===== config.mk =====
export PLATFORM = sky130hd
export DESIGN_NAME = z80_sequencer
export DESIGN_NICKNAME = d
export VERILOG_FILES = /design/src/rtl/z80_pkg.sv /design/src/rtl/z80_decode.sv /design/src/rtl/z80_sequencer.sv
export SDC_FILE = /design/constraint.sdc
export NUM_CORES = 1
export LEC_CHECK = 0
export ABC_CLOCK_PERIOD_IN_PS = 4200
export CAP_MARGIN = 15
export CORE_AREA = 2 2 70 72
export DETAILED_ROUTE_END_ITERATION = 6
export DIE_AREA = 0 0 72 74
export PLACE_DENSITY = 0.82
export SLEW_MARGIN = 5
export SYNTH_ARGS = -nofsm -noshare
export SYNTH_HDL_FRONTEND = slang
export SYNTH_SLANG_ARGS = --single-unit

===== constraint.sdc =====
create_clock -name clk -period 4.2 [get_ports clk]
set_input_delay 0.42 -clock clk [delete_from_list [all_inputs] [get_ports clk]]
set_output_delay 0.42 -clock clk [all_outputs]
set_load 0.03 [all_outputs]

===== src/rtl/z80_pkg.sv =====
// Shared types, constants and register-code mapping helpers for the z80 sequencer.
package z80_pkg;

  // Sequencer states.
  typedef enum logic [2:0] {
    FETCH  = 3'd0,
    IMM    = 3'd1,
    ALU_OP = 3'd2,
    ALU_WB = 3'd3,
    HALT   = 3'd4
  } state_e;

  // Instruction classes produced by the decoder.
  typedef enum logic [2:0] {
    KIND_NOP  = 3'd0,
    KIND_IMM  = 3'd1,
    KIND_ALU  = 3'd2,
    KIND_HALT = 3'd3,
    KIND_ILL  = 3'd4
  } kind_e;

  // ALU operation select values.
  localparam logic [3:0] ALU_ADD  = 4'd0;
  localparam logic [3:0] ALU_ADC  = 4'd1;
  localparam logic [3:0] ALU_SUB  = 4'd2;
  localparam logic [3:0] ALU_SBC  = 4'd3;
  localparam logic [3:0] ALU_AND  = 4'd4;
  localparam logic [3:0] ALU_XOR  = 4'd5;
  localparam logic [3:0] ALU_OR   = 4'd6;
  localparam logic [3:0] ALU_CP   = 4'd7;
  localparam logic [3:0] ALU_PASS = 4'd8;

  // Z80 register codes with special meaning.
  localparam logic [2:0] REG_A      = 3'b111;
  localparam logic [2:0] REG_HL_IND = 3'b110;

  // alu_ld_r bit for the flag register.
  localparam logic [7:0] LD_F_MASK = 8'h80;

  // Register-file read index for a Z80 register code; (HL) maps to 0.
  function automatic logic [3:0] reg_re_idx(input logic [2:0] code);
    logic [3:0] idx;
    case (code)
      3'b000:  idx = 4'd2;
      3'b001:  idx = 4'd3;
      3'b010:  idx = 4'd4;
      3'b011:  idx = 4'd5;
      3'b100:  idx = 4'd6;
      3'b101:  idx = 4'd7;
      3'b111:  idx = 4'd0;
      default: idx = 4'd0;
    endcase
    return idx;
  endfunction

  // One-hot register write enable for a Z80 register code; (HL) gives none.
  function automatic logic [15:0] reg_we_mask(input logic [2:0] code);
    logic [15:0] mask;
    case (code)
      3'b000:  mask = 16'h0010;
      3'b001:  mask = 16'h0020;
      3'b010:  mask = 16'h0040;
      3'b011:  mask = 16'h0080;
      3'b100:  mask = 16'h0100;
      3'b101:  mask = 16'h0200;
      3'b111:  mask = 16'h0004;
      default: mask = 16'h0000;
    endcase
    return mask;
  endfunction

  // One-hot ALU-result load for a Z80 register code; (HL) gives none.
  function automatic logic [7:0] reg_ld_mask(input logic [2:0] code);
    logic [7:0] mask;
    case (code)
      3'b000:  mask = 8'h02;
      3'b001:  mask = 8'h04;
      3'b010:  mask = 8'h08;
      3'b011:  mask = 8'h10;
      3'b100:  mask = 8'h20;
      3'b101:  mask = 8'h40;
      3'b111:  mask = 8'h01;
      default: mask = 8'h00;
    endcase
    return mask;
  endfunction

endpackage


===== src/rtl/z80_decode.sv =====
// Combinational opcode classifier for the supported Z80 subset.
module z80_decode
  import z80_pkg::*;
#(
  parameter bit HALT_EN = 1'b1
) (
  input  logic [7:0] opcode_i,
  output kind_e      kind_o,
  output logic [2:0] dst_o,
  output logic [2:0] src_o,
  output logic [3:0] op_o,
  output logic       flag_wr_o,
  output logic       illegal_o
);

  // Classify the opcode and extract operand fields.
  always_comb begin
    kind_o    = KIND_ILL;
    dst_o     = 3'd0;
    src_o     = opcode_i[2:0];
    op_o      = ALU_PASS;
    flag_wr_o = 1'b0;
    if (opcode_i == 8'h00) begin
      kind_o = KIND_NOP;
    end else if (opcode_i == 8'h76) begin
      if (HALT_EN) begin
        kind_o = KIND_HALT;
      end else begin
        kind_o = KIND_NOP;
      end
    end else begin
      case (opcode_i[7:6])
        2'b00: begin
          // LD r,n: 00ddd110 with a real destination register
          if ((opcode_i[2:0] == REG_HL_IND) && (opcode_i[5:3] != REG_HL_IND)) begin
            kind_o = KIND_IMM;
            dst_o  = opcode_i[5:3];
          end else begin
            kind_o = KIND_ILL;
          end
        end
        2'b01: begin
          // LD r,r': routed through the ALU as a pass-through
          if ((opcode_i[5:3] != REG_HL_IND) && (opcode_i[2:0] != REG_HL_IND)) begin
            kind_o = KIND_ALU;
            dst_o  = opcode_i[5:3];
          end else begin
            kind_o = KIND_ILL;
          end
        end
        2'b10: begin
          // 8-bit ALU A,r: result to A, flags always written
          if (opcode_i[2:0] != REG_HL_IND) begin
            kind_o    = KIND_ALU;
            dst_o     = REG_A;
            op_o      = {1'b0, opcode_i[5:3]};
            flag_wr_o = 1'b1;
          end else begin
            kind_o = KIND_ILL;
          end
        end
        default: kind_o = KIND_ILL;
      endcase
    end
    illegal_o = (kind_o == KIND_ILL);
  end

endmodule


===== src/rtl/z80_sequencer.sv =====
// Fetch/decode/execute control sequencer driving the z80 register file and ALU.
// All outputs are registered and derived from the state being entered, so
// data_bus never reaches an output combinationally.
module z80_sequencer
  import z80_pkg::*;
#(
  parameter int COUNT_W = 16,
  parameter bit HALT_EN = 1'b1
) (
  input  logic               clk,
  input  logic               reset,
  input  logic [7:0]         data_bus,
  output logic [15:0]        WE,
  output logic [7:0]         alu_ld_r,
  output logic [3:0]         alu_re_r,
  output logic [3:0]         alu_op,
  output logic               pc_inc,
  output logic               halted,
  output logic               illegal,
  output logic [COUNT_W-1:0] instr_count
);

  kind_e        dec_kind;
  logic [2:0]   dec_dst;
  logic [2:0]   dec_src;
  logic [3:0]   dec_op;
  logic         dec_flag_wr;
  logic         dec_illegal;

  state_e       state_q, state_d;
  logic [2:0]   dst_q, dst_d;
  logic [3:0]   op_q, op_d;
  logic         flag_q, flag_d;
  logic [COUNT_W-1:0] count_q, count_d;
  logic [15:0]  we_q, we_d;
  logic [7:0]   ld_q, ld_d;
  logic [3:0]   re_q, re_d;
  logic [3:0]   aluop_q, aluop_d;
  logic         pc_inc_q, pc_inc_d;
  logic         halted_q, halted_d;
  logic         illegal_q, illegal_d;
  logic [2:0]   src_s;
  logic         retire_s;

  z80_decode #(
    .HALT_EN (HALT_EN)
  ) u_decode (
    .opcode_i  (data_bus),
    .kind_o    (dec_kind),
    .dst_o     (dec_dst),
    .src_o     (dec_src),
    .op_o      (dec_op),
    .flag_wr_o (dec_flag_wr),
    .illegal_o (dec_illegal)
  );

  // Next state, latched instruction fields, retire count and the controls of the entered state.
  always_comb begin
    state_d   = state_q;
    dst_d     = dst_q;
    op_d      = op_q;
    flag_d    = flag_q;
    src_s     = 3'd0;
    retire_s  = 1'b0;
    illegal_d = 1'b0;
    case (state_q)
      FETCH: begin
        src_s     = dec_src;
        illegal_d = dec_illegal;
        case (dec_kind)
          KIND_NOP: begin
            state_d  = FETCH;
            retire_s = 1'b1;
          end
          KIND_HALT: begin
            state_d  = HALT;
            retire_s = 1'b1;
          end
          KIND_IMM: begin
            state_d = IMM;
            dst_d   = dec_dst;
          end
          KIND_ALU: begin
            state_d = ALU_OP;
            dst_d   = dec_dst;
            op_d    = dec_op;
            flag_d  = dec_flag_wr;
          end
          default: begin
            // unsupported opcode: retired as a NOP, flagged next cycle
            state_d  = FETCH;
            retire_s = 1'b1;
          end
        endcase
      end
      IMM: begin
        state_d  = FETCH;
        retire_s = 1'b1;
      end
      ALU_OP: begin
        state_d = ALU_WB;
      end
      ALU_WB: begin
        state_d  = FETCH;
        retire_s = 1'b1;
      end
      HALT: begin
        state_d = HALT;
      end
      default: begin
        state_d = FETCH;
      end
    endcase

    if (retire_s) begin
      count_d = count_q + COUNT_W'(1);
    end else begin
      count_d = count_q;
    end

    we_d     = 16'h0000;
    ld_d     = 8'h00;
    re_d     = 4'd0;
    aluop_d  = 4'd0;
    pc_inc_d = 1'b0;
    halted_d = 1'b0;
    case (state_d)
      FETCH: begin
        pc_inc_d = 1'b1;
      end
      IMM: begin
        pc_inc_d = 1'b1;
        we_d     = reg_we_mask(dst_d);
      end
      ALU_OP: begin
        re_d    = reg_re_idx(src_s);
        aluop_d = op_d;
      end
      ALU_WB: begin
        aluop_d = op_d;
        // CP only updates flags, never the accumulator
        if (op_d == ALU_CP) begin
          ld_d = 8'h00;
        end else begin
          ld_d = reg_ld_mask(dst_d);
        end
        if (flag_d) begin
          ld_d = ld_d | LD_F_MASK;
        end else begin
          ld_d = ld_d;
        end
      end
      HALT: begin
        halted_d = 1'b1;
      end
      default: begin
        pc_inc_d = 1'b1;
      end
    endcase
  end

  // State and output registers with synchronous active-low reset.
  always_ff @(posedge clk) begin
    if (!reset) begin
      state_q   <= FETCH;
      dst_q     <= 3'd0;
      op_q      <= ALU_ADD;
      flag_q    <= 1'b0;
      count_q   <= {COUNT_W{1'b0}};
      we_q      <= 16'h0000;
      ld_q      <= 8'h00;
      re_q      <= 4'd0;
      aluop_q   <= 4'd0;
      pc_inc_q  <= 1'b1;
      halted_q  <= 1'b0;
      illegal_q <= 1'b0;
    end else begin
      state_q   <= state_d;
      dst_q     <= dst_d;
      op_q      <= op_d;
      flag_q    <= flag_d;
      count_q   <= count_d;
      we_q      <= we_d;
      ld_q      <= ld_d;
      re_q      <= re_d;
      aluop_q   <= aluop_d;
      pc_inc_q  <= pc_inc_d;
      halted_q  <= halted_d;
      illegal_q <= illegal_d;
    end
  end

  assign WE          = we_q;
  assign alu_ld_r    = ld_q;
  assign alu_re_r    = re_q;
  assign alu_op      = aluop_q;
  assign pc_inc      = pc_inc_q;
  assign halted      = halted_q;
  assign illegal     = illegal_q;
  assign instr_count = count_q;

endmodule


==> metrics.md <==
| Metric | Value |
|---|---|
| Startpoint class of the critical path | `primary input` |
| Synth Area in Adders | `0.00553` |
| Vias in the first global route | `1,706` |
| Routed WL | `~4800 um` |
| Critical path required time | `~4.4 ns` |
| Final worst-path cycle share | `0.618` |
| Share of cells above drive strength 1 | `0.0828` |
| Design area | `roughly 0.0028 mm2` |
| Initial DRC count | `95` |
| CTS Hold Bufs | `0` |
| CTS Buffer Depth | `2` |
| Synth Area in Compound Gates | `0.133` |
| Post-place setup slack | `approximately 1.4 ns` |
| Mean area per synthesized cell | `approximately 9 um2` |
| Post-Syn Instances | `between 200 and 300` |
| First-pass GRT wire length | `approximately 8000 um` |
| Detail Placement HPWL | `roughly 3600 um` |
| DRT antenna net count | `0` |
| PwrDens | `350 mW/mm2` |
| Multiplexer share of the synthesized area | `0` |
| Post-route DRC violation count | `0` |
| Clock Skews | `about 0.0088 ns` |
| Max IR drop VDD | `~230 uV` |
| Register bit total from synthesis | `52` |
| Area growth syn-to-layout | `25.4%` |
| Drt via density | `5.32` |
| Measured slew at the worst slew-check pin | `0.574 ns` |
| Layout Nets | `312` |
| Row cnt | `25` |
| Crit. End Element | `flop` |
| Aggregate global-route resource usage | `0.189` |
| Post-synth ARST share | `0` |
| Placed Cells | `about 350` |
| Post-synthesis sequential area ratio | `0.460` |
| H-tree depth | `2` |
| Post-synth EDFFs | `0` |
| Placed Area | `~0.0027 mm2` |
| Metal1 wirelength | `~2300 um` |
| Met3 WL | `roughly 190 um` |
| DRT Pass-1 Iters | `4` |
| Grt ovf | `0` |
| Die Y | `around 74 um` |
| Max cap viols | `0` |
| Simple-gate share of the synthesized area | `0.286` |
| Die area | `approximately 0.0053 mm2` |
| Post-CTS Repair Setup Buffers | `0` |
| # setup viols final | `0` |
| Diode count | `0` |
| Setup TNS Final | `0 ns` |
| CP Class | `primary input to flop` |
| Final hold slack | `about 0.5 ns` |
| Io pins | `61` |
| Avg WL per Cell | `13.4 um` |
| Port bufs | `50` |
| Crit path DAT | `approximately 2.8 ns` |
| Synth Area in XOR/XNOR | `0.0464` |
| Post-CTS sizing | `0` |
| Via count | `roughly 1,900` |
| Hold crit path type | `flop to flop` |
| Main synth FF type | `dfxtp_1` |
| Mapped Area | `0.00226 mm2` |
| Synthesis Warnings | `0` |
| Final max-slew violation count | `0` |
| Max transition margin | `0.616` |
| Status | `finished, final reports clean` |
| Met2 wire length | `about 2200 um` |
| Effective utilization at floorplan | `0.492` |
| P_leak | `1.01 nW` |
| CTS tree | `built` |
| Max layer used | `met4` |
| Clk sinks | `52` |
| Initial antenna violation count | `0` |
| Largest net degree at the start of global routing | `29` |
| Largest family of logic cells by synthesized area | `simple AND/OR/NAND/NOR gates` |
| Synth cell types | `approximately 50` |
| Clock root buffer | `clkbuf_8` |
| Die W | `72 um` |
| Final Hold Vio Count | `0` |
| CTS buffer count | `5` |
| RSZ-0062 raised after global routing | `no` |
| Core box area | `0.00460 mm2` |
| RD Place Congestion | `~0.9` |
| Final Worst Setup Slack | `1.61 ns` |
| Non-Filler Instances | `about 360` |
| Max Clock Freq | `385 MHz` |
| Worst-path clk slew | `about 0.09 ns` |
| Final Critical Period | `approximately 2.6 ns` |
| Clock Latency Late Sink | `0.30 ns` |
| CP Max Fanout | `12` |
[stage by stage]
step | util | power, mW
finish | 0.617 | 0.994
global placement | 0.597 | 0.719
global route | 0.617 | 1.04
CTS | 0.617 | 0.999
floorplan | - | 0.672
detailed placement | 0.597 | 0.720
[final cells by class]
type                    count  area [um2]
fillers                   411        1760
multi-input cells         183        1100
flip-flops and latches     52        1040
repair buffers             50         500
clock buffers               5        68.8
well taps                  54        67.6
inverters                   9        33.8
clock inverters             3        23.8
[cells in the mapped netlist (2+ instances only)]
master	number	area, um2
nand3_1	11	55.1
xnor2_1	3	26.3
o21ai_0	7	35.0
and2_1	4	25.0
xor2_1	9	78.8
a21oi_1	12	60.1
a31oi_1	4	25.0
nand4_1	2	12.5
dfxtp_1	52	1040
nor2_1	36	135
nor4_1	5	31.3
nor3_1	14	70.1
o21ai_1	2	10.0
nor4_2	2	25.0
and3_1	4	25.0
nand2b_1	2	12.5
clkbuf_1	2	7.51
nand2_1	18	67.6
inv_2	3	11.3
o211ai_1	2	15.0
nand3b_1	3	22.5
buf_4	13	97.6
buf_2	3	15.0
inv_1	6	22.5
or3_1	6	37.5
or4_1	2	15.0
a22oi_1	2	15.0
o31ai_4	2	42.5
a32oi_1	2	17.5
[routing by layer]
layer,global-route usage,vias up
met1,0.255,880
li1,-,958
met2,0.299,51
met3,0.0393,5
met5,0,-
met4,0.0713,0
[worst max-delay path, stage by stage]
cell and delay [ns]:
clkdlybuf4s50_1 0.60, and3b_1 0.42, nor4_2 0.10, o31ai_4 0.51
nand2_1 0.19, or4_1 0.43, a21oi_1 0.15
[layout by cell type, fill, tap and decap left out, types with 2 or more instances in the layout]
cell             synthesis  final
conb_1                   1     10
o211ai_1                 2      2
clkbuf_8                 0      5
clkdlybuf4s50_1          0     50
nand2b_1                 2      2
and2_1                   4      4
nand2_1                 18     18
clkinvlp_4               0      2
nor2_1                  36     36
and3_1                   4      4
xor2_1                   9      9
or4_1                    2      2
a22oi_1                  2      2
xnor2_1                  3      3
a32oi_1                  2      2
a21oi_1                 12     12
nand3_1                 11     11
nor4_1                   5      5
nor4_2                   2      2
inv_1                    6      6
o21ai_1                  2      2
nand3b_1                 3      3
a31oi_1                  4      4
or3_1                    6      6
dfxtp_1                 52     52
inv_2                    3      3
nand4_1                  2      2
o21ai_0                  7      7
o31ai_4                  2      2
nor3_1                  14     14
[final timing paths]
path	start	end	slack [ns]	cells past startpoint
setup / recovery	data_bus[1]	instr_count[15]$_SDFFE_PN0P_	1.61	7
setup reg to reg	state_q[0]$_SDFF_PN0_	instr_count[15]$_SDFFE_PN0P_	2.11	6
hold / removal	instr_count[12]$_SDFFE_PN0P_	instr_count[12]$_SDFFE_PN0P_	0.50	2
hold reg to reg	instr_count[12]$_SDFFE_PN0P_	instr_count[12]$_SDFFE_PN0P_	0.50	2
[sequential cells by signal (all words and copies together) (netlist names)]
signal and count:
illegal 1, alu_op 4, state_q 3, pc_inc 1, alu_re_r 3, instr_count 16, alu_ld_r 8, flag_q 1
halted 1, dst_q 3, WE 7, op_q 4
[logic make-up after synthesis]
logic type | count (synthesis)
compound gates | 41
buf+inv | 27
simple gates | 119
other cells | 1
xor+xnor | 12
flops | 52
fa+ha+maj | 1
[report_power, final]
part           total [mW]  switching [mW]  internal [mW]
Sequential          0.526          0.0142          0.512
Clock               0.283           0.165          0.118
Combinational       0.185           0.120         0.0650
Total               0.994           0.299          0.695
(Power assumes the default switching activity.)
